--- config.mk ---
export PLATFORM = sky130hd
export DESIGN_NAME = instr_cache
export DESIGN_NICKNAME = d
export VERILOG_FILES = /design/src/rtl/bgpu_pkg.sv /design/src/rtl/instr_cache_tag_array.sv /design/src/rtl/instr_cache.sv
export SDC_FILE = /design/constraint.sdc
export NUM_CORES = 2
export LEC_CHECK = 0
export ABC_AREA = 1
export BUFFER_PORTS_ARGS = -buffer_cell sky130_fd_sc_hd__clkbuf_2
export CELL_PAD_IN_SITES_DETAIL_PLACEMENT = 0
export CELL_PAD_IN_SITES_GLOBAL_PLACEMENT = 1
export CORE_ASPECT_RATIO = 2
export CORE_UTILIZATION = 45
export DETAILED_ROUTE_END_ITERATION = 10
export PLACE_DENSITY_LB_ADDON = 0.1
export SLEW_MARGIN = 20
export SYNTH_ARGS = -nofsm -noshare
export SYNTH_HDL_FRONTEND = slang
export SYNTH_SLANG_ARGS = --single-unit
export TNS_END_PERCENT = 30
--- constraint.sdc ---
create_clock -name clk_i -period 19.7 [get_ports clk_i]
set_input_delay 0.985 -clock clk_i [delete_from_list [all_inputs] [get_ports clk_i]]
set_output_delay 0.985 -clock clk_i [all_outputs]
set_load 0.01 [all_outputs]
--- src/rtl/bgpu_pkg.sv ---
// Shared widths, typedefs and PC field helpers for the GPU core front end.
package bgpu_pkg;

  function automatic int clog2_min1(input int value);
    return (value > 1) ? $clog2(value) : 1;
  endfunction

  localparam int PcWidth          = 9;
  localparam int NumWarps         = 16;
  localparam int WarpWidth        = 4;
  localparam int EncInstWidth     = 32;
  localparam int CachelineIdxBits = 2;
  localparam int NumCachelines    = 16;

  localparam int WidWidth       = clog2_min1(NumWarps);
  localparam int SubwarpIdWidth = clog2_min1(WarpWidth);
  localparam int LineWords      = 2 ** CachelineIdxBits;
  localparam int LineWidth      = EncInstWidth * LineWords;
  localparam int IdxBits        = $clog2(NumCachelines);
  localparam int TagBits        = PcWidth - CachelineIdxBits - IdxBits;
  localparam int CacheAddrWidth = PcWidth - CachelineIdxBits;

  typedef logic [PcWidth-1:0]          pc_t;
  typedef logic [WarpWidth-1:0]        act_mask_t;
  typedef logic [WidWidth-1:0]         wid_t;
  typedef logic [SubwarpIdWidth-1:0]   subwarp_id_t;
  typedef logic [EncInstWidth-1:0]     enc_inst_t;
  typedef logic [CacheAddrWidth-1:0]   cache_addr_t;
  typedef logic [LineWidth-1:0]        line_t;
  typedef logic [IdxBits-1:0]          idx_t;
  typedef logic [TagBits-1:0]          tag_t;
  typedef logic [CachelineIdxBits-1:0] word_off_t;

  function automatic idx_t pc_idx(input pc_t pc);
    return pc[CachelineIdxBits+IdxBits-1:CachelineIdxBits];
  endfunction

  function automatic tag_t pc_tag(input pc_t pc);
    return pc[PcWidth-1:CachelineIdxBits+IdxBits];
  endfunction

  function automatic word_off_t pc_off(input pc_t pc);
    return pc[CachelineIdxBits-1:0];
  endfunction

  function automatic enc_inst_t line_word(input line_t line, input word_off_t off);
    return line[int'(off)*EncInstWidth +: EncInstWidth];
  endfunction

endpackage

--- src/rtl/instr_cache_tag_array.sv ---
// Valid/tag/data storage of the direct-mapped instruction cache.
// Lookup is a combinational read of the contents before the edge.
module instr_cache_tag_array
  import bgpu_pkg::*;
(
  input  logic                      clk,
  input  logic                      rst,
  input  logic                      flush,
  input  logic [PcWidth-1:0]        lookup_pc,
  output logic                      hit,
  output logic [EncInstWidth-1:0]   word,
  input  logic                      fill_en,
  input  logic [CacheAddrWidth-1:0] fill_addr,
  input  logic [LineWidth-1:0]      fill_data
);

  logic [NumCachelines-1:0] valid_q;
  tag_t                     tag_q  [NumCachelines];
  line_t                    data_q [NumCachelines];

  idx_t  lk_idx;
  idx_t  fill_idx;
  tag_t  fill_tag;
  line_t rd_line;

  assign lk_idx   = pc_idx(lookup_pc);
  assign fill_idx = fill_addr[IdxBits-1:0];
  assign fill_tag = fill_addr[CacheAddrWidth-1:IdxBits];
  assign rd_line  = data_q[lk_idx];
  assign hit      = valid_q[lk_idx] && (tag_q[lk_idx] == pc_tag(lookup_pc));
  assign word     = line_word(rd_line, pc_off(lookup_pc));

  // Valid bits: flush wins over a same-cycle fill so the line stays invalid.
  always_ff @(posedge clk) begin
    if (rst || flush) begin
      valid_q <= '0;
    end else if (fill_en) begin
      valid_q[fill_idx] <= 1'b1;
    end
  end

  // Tag and data are written on every fill, flush or not.
  always_ff @(posedge clk) begin
    if (fill_en) begin
      tag_q[fill_idx]  <= fill_tag;
      data_q[fill_idx] <= fill_data;
    end
  end

endmodule

--- src/rtl/instr_cache.sv ---
// Blocking direct-mapped instruction cache: one request stage, misses fetch
// a whole line from instruction memory, responses return in accept order.
module instr_cache
  import bgpu_pkg::*;
(
  input  logic                      clk_i,
  input  logic                      rst_i,
  input  logic                      flush_i,
  input  logic                      mem_ready_i,
  output logic                      mem_req_o,
  output logic [CacheAddrWidth-1:0] mem_addr_o,
  input  logic                      mem_valid_i,
  input  logic [LineWidth-1:0]      mem_data_i,
  output logic                      ic_ready_o,
  input  logic                      fe_valid_i,
  input  logic [PcWidth-1:0]        fe_pc_i,
  input  logic [WarpWidth-1:0]      fe_act_mask_i,
  input  logic [WidWidth-1:0]       fe_warp_id_i,
  input  logic [SubwarpIdWidth-1:0] fe_subwarp_id_i,
  input  logic                      dec_ready_i,
  output logic                      ic_valid_o,
  output logic [PcWidth-1:0]        ic_pc_o,
  output logic [WarpWidth-1:0]      ic_act_mask_o,
  output logic [WidWidth-1:0]       ic_warp_id_o,
  output logic [SubwarpIdWidth-1:0] ic_subwarp_id_o,
  output logic [EncInstWidth-1:0]   ic_inst_o
);

  localparam logic [1:0] IDLE      = 2'd0;
  localparam logic [1:0] RESP      = 2'd1;
  localparam logic [1:0] MISS_REQ  = 2'd2;
  localparam logic [1:0] MISS_WAIT = 2'd3;

  logic [1:0]  state_q;
  pc_t         pc_p1;
  act_mask_t   act_mask_p1;
  wid_t        warp_id_p1;
  subwarp_id_t subwarp_id_p1;
  enc_inst_t   inst_p1;
  cache_addr_t mem_addr_p1;
  logic        vld_p1;

  logic        accept;
  logic        lookup_hit;
  enc_inst_t   lookup_word;
  logic        fill_en;
  enc_inst_t   fill_word;

  assign ic_ready_o = (state_q == IDLE) || ((state_q == RESP) && dec_ready_i);
  assign accept     = fe_valid_i && ic_ready_o;
  assign fill_en    = (state_q == MISS_WAIT) && mem_valid_i;
  assign fill_word  = line_word(mem_data_i, pc_off(pc_p1));
  assign vld_p1     = (state_q == RESP);

  assign ic_valid_o      = vld_p1;
  assign ic_pc_o         = pc_p1;
  assign ic_act_mask_o   = act_mask_p1;
  assign ic_warp_id_o    = warp_id_p1;
  assign ic_subwarp_id_o = subwarp_id_p1;
  assign ic_inst_o       = inst_p1;
  assign mem_req_o       = (state_q == MISS_REQ);
  assign mem_addr_o      = mem_addr_p1;

  instr_cache_tag_array u_tag_array (
    .clk       (clk_i),
    .rst       (rst_i),
    .flush     (flush_i),
    .lookup_pc (fe_pc_i),
    .hit       (lookup_hit),
    .word      (lookup_word),
    .fill_en   (fill_en),
    .fill_addr (mem_addr_p1),
    .fill_data (mem_data_i)
  );

  // Stage FSM: accept -> (hit) RESP or (miss) MISS_REQ -> MISS_WAIT -> RESP.
  always_ff @(posedge clk_i) begin
    if (rst_i) begin
      state_q <= IDLE;
    end else begin
      case (state_q)
        IDLE, RESP: begin
          if (accept) begin
            state_q <= lookup_hit ? RESP : MISS_REQ;
          end else if ((state_q == RESP) && dec_ready_i) begin
            state_q <= IDLE;
          end
        end
        MISS_REQ:  if (mem_ready_i) state_q <= MISS_WAIT;
        MISS_WAIT: if (mem_valid_i) state_q <= RESP;
        default:   state_q <= IDLE;
      endcase
    end
  end

  // ---- stage p1: request metadata, response word and miss line address ----
  always_ff @(posedge clk_i) begin
    if (rst_i) begin
      pc_p1         <= '0;
      act_mask_p1   <= '0;
      warp_id_p1    <= '0;
      subwarp_id_p1 <= '0;
      inst_p1       <= '0;
      mem_addr_p1   <= '0;
    end else if (accept) begin
      pc_p1         <= fe_pc_i;
      act_mask_p1   <= fe_act_mask_i;
      warp_id_p1    <= fe_warp_id_i;
      subwarp_id_p1 <= fe_subwarp_id_i;
      if (lookup_hit) begin
        inst_p1 <= lookup_word;
      end else begin
        mem_addr_p1 <= fe_pc_i[PcWidth-1:CachelineIdxBits];
      end
    end else if (fill_en) begin
      inst_p1 <= fill_word;
    end
  end

endmodule

# Yosys cells after proc, flatten, opt, wreduce, memory -nomap -nowiden
# Memory sizes are Yosys's and may differ from the RTL's.
# Index checks and enable logic that the tools add are counted.
word_totals:
  output_inout_bits: 61
  regBits: 76
  elab_cells: 53
  mem_bits_rw: 2096
  n_memories: 2
  in_bits: 154
classes:
  n_eq_ne: 8
  mux: 15
  n_shift: 2
  n_reduce_logical: 13
  magnitude_cmp: 3
  bitwise_logic: 2
mem_list:
  columns: ["memory", "words", "word_bits", "read_ports", "rd_clocked_by_memory_dff", "wr", "line", "rtl"]
  rows:
  - ["u_tag_array.data_q", 16, 128, 1, 0, 1, "instr_cache_tag_array.sv:19", "line_t data_q [NumCachelines];"]
  - ["u_tag_array.tag_q", 16, 3, 1, 0, 1, "instr_cache_tag_array.sv:18", "tag_t tag_q [NumCachelines];"]
op_table:
  columns: ["operator", "count"]
  rows:
  - ["indexed part select 128 x 8 -> 32 bit", 2]
  - ["two-way mux 32 bit", 3]
  - ["OR 16 bit", 1]
  - ["< comparator 4 x 5 -> 1 bit (second input constant)", 2]
  - ["two-way mux 2 bit", 5]
  - ["case mux 2 bit (3 select lines)", 1]
  - ["logical AND 1 bit", 5]
  - ["binary-select mux 1 bit (select 4 bit)", 1]
  - ["demux 1 bit (select 4 bit)", 1]
  - ["equality test 2 bit (second input constant)", 2]
  - [">= comparator 4 x 1 -> 1 bit (second input constant)", 1]
  - ["two-way mux 1 bit", 4]
  - ["inequality test 2 bit (second input constant)", 2]
  - ["AND reduction 2 bit", 2]
  - ["equality test 3 bit", 1]
  - ["inequality test 3 bit (second input constant)", 1]
  - ["AND reduction 3 bit", 1]
  - ["equality test 2 x 1 -> 1 bit (second input constant)", 1]
  - ["zero test 2 bit", 1]
  - ["logical OR 1 bit", 2]
  - ["inequality test 2 x 1 -> 1 bit (second input constant)", 1]
  - ["nonzero test 2 bit", 1]
  - ["OR reduction 2 bit", 1]
  - ["inverter 1 bit", 1]

# Longest topological paths before layout
logic_depth:
  ltp_word: 6
  ltp_mapped: 18
  ltp_nobuf: 15

# Modules after synthesis
# A second synthesis with hierarchy kept.
hier_totals:
  hier_cells: 7579
  area_unflattened_um2: 88591.2
by_module_without_submodules:
  columns: ["module", "area_each_um2", "instances", "cells_per_inst", "seq_area_each_um2"]
  rows:
  - ["instr_cache_tag_array", 84667.5, 1, 6909, 63260.7]
  - ["instr_cache", 3923.8, 1, 670, 1201.2]

# Worst setup path before layout
# OpenSTA, ideal clock, no wires.
synth_timing:
  path_type: "in2reg"
  startpoint: "in mem_valid_i"
  endpoint: "mem u_tag_array.data_q[4][0] (netlist bit), enable pin"
  cell_stages: 4
  t_arrival_ns: 6.924
  n_path_buf: 0
  path_slack_ns: 12.151
  t_required_ns: 19.075
  path_cell_list: "nand3_1 inv_1 nand3_1 nor2_1"
synth_between:
  elab_chain_len: 3
synth_lines:
  columns: ["item", "line", "rtl"]
  rows:
  - ["from (decl)", "instr_cache.sv:12", "input logic mem_valid_i,"]
  - ["logical AND 1 bit", "instr_cache.sv:51", "assign fill_en = (state_q == MISS_WAIT) && mem_valid_i;"]
  - ["two-way mux 1 bit", "instr_cache_tag_array.sv:44", "if (fill_en) begin"]
  - ["two-way mux 1 bit (not written as such)", "instr_cache_tag_array.sv:46", "data_q[fill_idx] <= fill_data;"]
  - ["to (decl)", "instr_cache_tag_array.sv:19", null]
# Every way passes these cells.

# Final worst setup path
layout_timing:
  startpoint: "in fe_pc_i[2]"
  endpoint: "reg inst_p1[28] (netlist: ic_inst_o[28])"
layout_between:
  elab_chain_len: 5
  word_cells_on_any_way: 11
layout_lines:
  columns: ["item", "line", "rtl"]
  rows:
  - ["from (decl)", "instr_cache.sv:16", "input logic [PcWidth-1:0] fe_pc_i,"]
  - ["parallel branches: the longest is 5 deep, another holds memory (16 x 128 bit)", null, null]
  - ["to (signal assigned)", "instr_cache.sv:111", "inst_p1 <= lookup_word;"]
  - ["to (signal assigned)", "instr_cache.sv:116", "inst_p1 <= fill_word;"]
  - ["to (decl)", "instr_cache.sv:39", "enc_inst_t inst_p1;"]
# Several ways; the timed one is not identified. The select of a mux whose other input is x is not followed.
# A chain may end at the register's enable or synchronous reset.

==> flow_summary.ini <==
[run_status]
status = finished, final reports clean

[yosys]
syn-mean-instance-area_um2 = 11.65
yosys.area_share.simple_pct = 22.29
yosysWarningCount = 0
synthMuxAreaShare_pct = 0
ys_types = 28
ys_seq_elements = 2172
synth_compound_area_share_pct = 1.337
synth_xor_area_share_pct = 0
synthesis.nets = 7693
ys_seq_area_share_pct = 73.42
synthAdderAreaFrac_pct = 0
synth_top_family_by_area = simple AND/OR/NAND/NOR gates
syn-instance-count = 7539
synth_area_mm2 = 0.08780

[critical_path]
critPathCaptureType = register
critPathMaxFanout = 205
slowest_delay_ps = 890
cp-start-kind = primary input
critical_path_class = in -> reg
crit_slowest_cell = o31ai_1
critPathArrivalTime_ps = 5790
path_cells = buf_8 > inv_16 > buf_12 > buf_4 > buf_4 > nand2_1 > nand3_1 > a21oi_1 > o31ai_1 > nand3_1 > nand3_1 > nor2_1 > nor2_1
crit_path_frequent_cell = nand3_1
cp.required_ps = 20510

[timing]
maxSlewHeadroom_pct = 20.63
fin_tns_setup_ps = 0
fmax_mhz = 200.5
period_share_pct = 25.31
timing.hold.ws_ps = 373.4
rsz0062_at_grt = false
setup_viol_count_final = 0
fin_ws_ps = 14710
worst_pin_slew_ps = 1188
period_needed_ps = 4987
maxSlewViolCount = 0
finalHoldViolations = 0
skew_ps = 37.02

[detailed_routing]
drt.antenna.violating_nets = 0
drtPass1Iterations = 6
drt_iter0_drc = 6536
routedWlPerCell_um = 29.36
avgViaCountPerCell = 5.831
drc_errors = 0
vias = 59941
finalWirelength_mm = 301.8

[placement]
port_buffers = 214
place_ws_ps = 13610
gp_congestion = 0.8164
dp_hpwl_mm = 160.9
place_inst = 9915

[cts]
cts_hold_buf = 0
cts_tree = yes
cts_setup_buffers = 0
cts_resized = 0
cts_sinks = 2172
worstSkewPairLatency_ps = 870
clkTransAtPathRegs_ps = 70
htreeDepth = 4
clock_path_buffers = 4
clockRootBuffer = clkbuf_16
cts_buffers = 198

[cells_and_area]
final_layout_size_suffix_gt1_share_pct = 8.466
syn_to_final_growth_pct = 11.05
layout_commonest_cell = nand2_1
most-common-layout-cells = 2418 x nand2_1, 2096 x edfxtp_1, 1916 x nand3_1
stdcell_count = 10280
nNetsFinal = 7728

[die]
io_pins = 215
start_util_pct = 45.20
die_w_um = 314.3
fp.coreArea_mm2 = 0.1943
die_h_um = 626.7
std_cell_rows = 229
die_area_mm2 = 0.1970

[global_routing]
antenna_found_initial = 47
grt_start_max_net_pins = 206
grt_pass1_wl_mm = 425.7
track_usage_pct = 30.32
grt_pass1_vias = 57014
grt-ovfl-total = 0

[pwr]
p_total_uw = 9670
max-vdd-ir-drop_mv = 0.07149
p_leak_uw = 0.03472
powerDensity_mw_per_mm2 = 99.18

[min_path]
min_path_type = in -> reg

[flow_run]
cap_violations = 0
-- layout make-up --
type                            count  area (um^2)
Fill cell                       17187        96760
Sequential cell                  2172        64470
Multi-Input combinational cell   4779        20900
Clock buffer                      266         5414
Tap cell                         2541         3179
Timing Repair Buffer              338         2256
Clock inverter                     85        892.1
Inverter                           85        364.1
Antenna cell                       14        35.03
-- state kept, by name, indices dropped and copies added, names as in the netlist --
name / cells
state_q: 2
ic_warp_id_o: 4
mem_addr_o: 7
ic_subwarp_id_o: 2
u_tag_array.data_q: 2048
ic_inst_o: 32
u_tag_array.valid_q: 16
ic_pc_o: 9
u_tag_array.tag_q: 48
ic_act_mask_o: 4
-- power by group --
| group | internal [uW] | switching (uW) |
|---|---|---|
| clock network | 2170 | 1710 |
| logic | 162 | 534 |
| registers | 5080 | 17.1 |
-- critical path, delay by kind of cell --
family	cells	cell delay, ps
simple gates	6	770
compound gates	2	970
buf+inv	5	2760
-- metrics by stage --
step           area, um^2  utilization [%]
2_1_floorplan       87800                -
3_3_place_gp        91160            46.93
3_5_place_dp        91160            46.93
4_1_cts             97470            50.17
5_1_grt             97480            50.18
6_report            97500            50.19
-- Yosys cell counts --
cell | count | share of area, %
nor3_1 | 2 | 0.011
nand2_1 | 2419 | 10
a211oi_1 | 1 | 0.0086
nor2_1 | 207 | 0.88
clkinv_1 | 2 | 0.0086
nand2_4 | 2 | 0.026
buf_2 | 158 | 0.90
clkbuf_1 | 217 | 0.93
inv_1 | 81 | 0.35
inv_4 | 1 | 0.0071
o21ai_0 | 97 | 0.55
buf_4 | 28 | 0.24
o31ai_1 | 8 | 0.068
or2_2 | 2 | 0.014
buf_1 | 89 | 0.38
a21oi_1 | 75 | 0.43
o211ai_1 | 5 | 0.043
nand2_2 | 1 | 0.0071
buf_8 | 1 | 0.017
a21boi_1 | 1 | 0.0086
nand3_1 | 1917 | 11
edfxtp_1 | 2096 | 72
nand3_2 | 1 | 0.011
buf_6 | 10 | 0.13
dfxtp_1 | 76 | 1.7
inv_2 | 1 | 0.0043
nor2_2 | 9 | 0.064
o22ai_1 | 32 | 0.23
-- worst paths after layout --
path,slack [ps],endpoint,cells after the start,startpoint
worst max-delay path,14710,ic_inst_o[28],13,fe_pc_i[2]
worst min-delay path,370,ic_act_mask_o[3],3,fe_act_mask_i[3]
worst min register to register,470,ic_act_mask_o[1],2,ic_act_mask_o[1]
worst max register to register,14730,u_tag_array.data_q[7][116],8,state_q[0]
-- logic make-up (layout without fill, tap and decap cells) --
| group | count (synthesis) | in the layout |
|---|---|---|
| flip-flops | 2172 | 2172 |
| other | 0 | 14 |
| buffers and inverters | 588 | 774 |
| AND/OR/NAND/NOR | 4560 | 4560 |
| AO/OA/AOI/OAI | 219 | 219 |
-- per-layer routing --
| layer | global-route usage, % | vias to the layer above | wire, um |
|---|---|---|---|
| met1 | 37.93 | 30292 | 116000 |
| li1 | - | 26639 | - |
| met5 | 0 | - | 159 |
| met4 | 11.68 | 26 | 12490 |
| met3 | 4.129 | 539 | 20060 |
| met2 | 52.99 | 2445 | 153000 |
No activity file was read; power rests on OpenSTA's default activity.
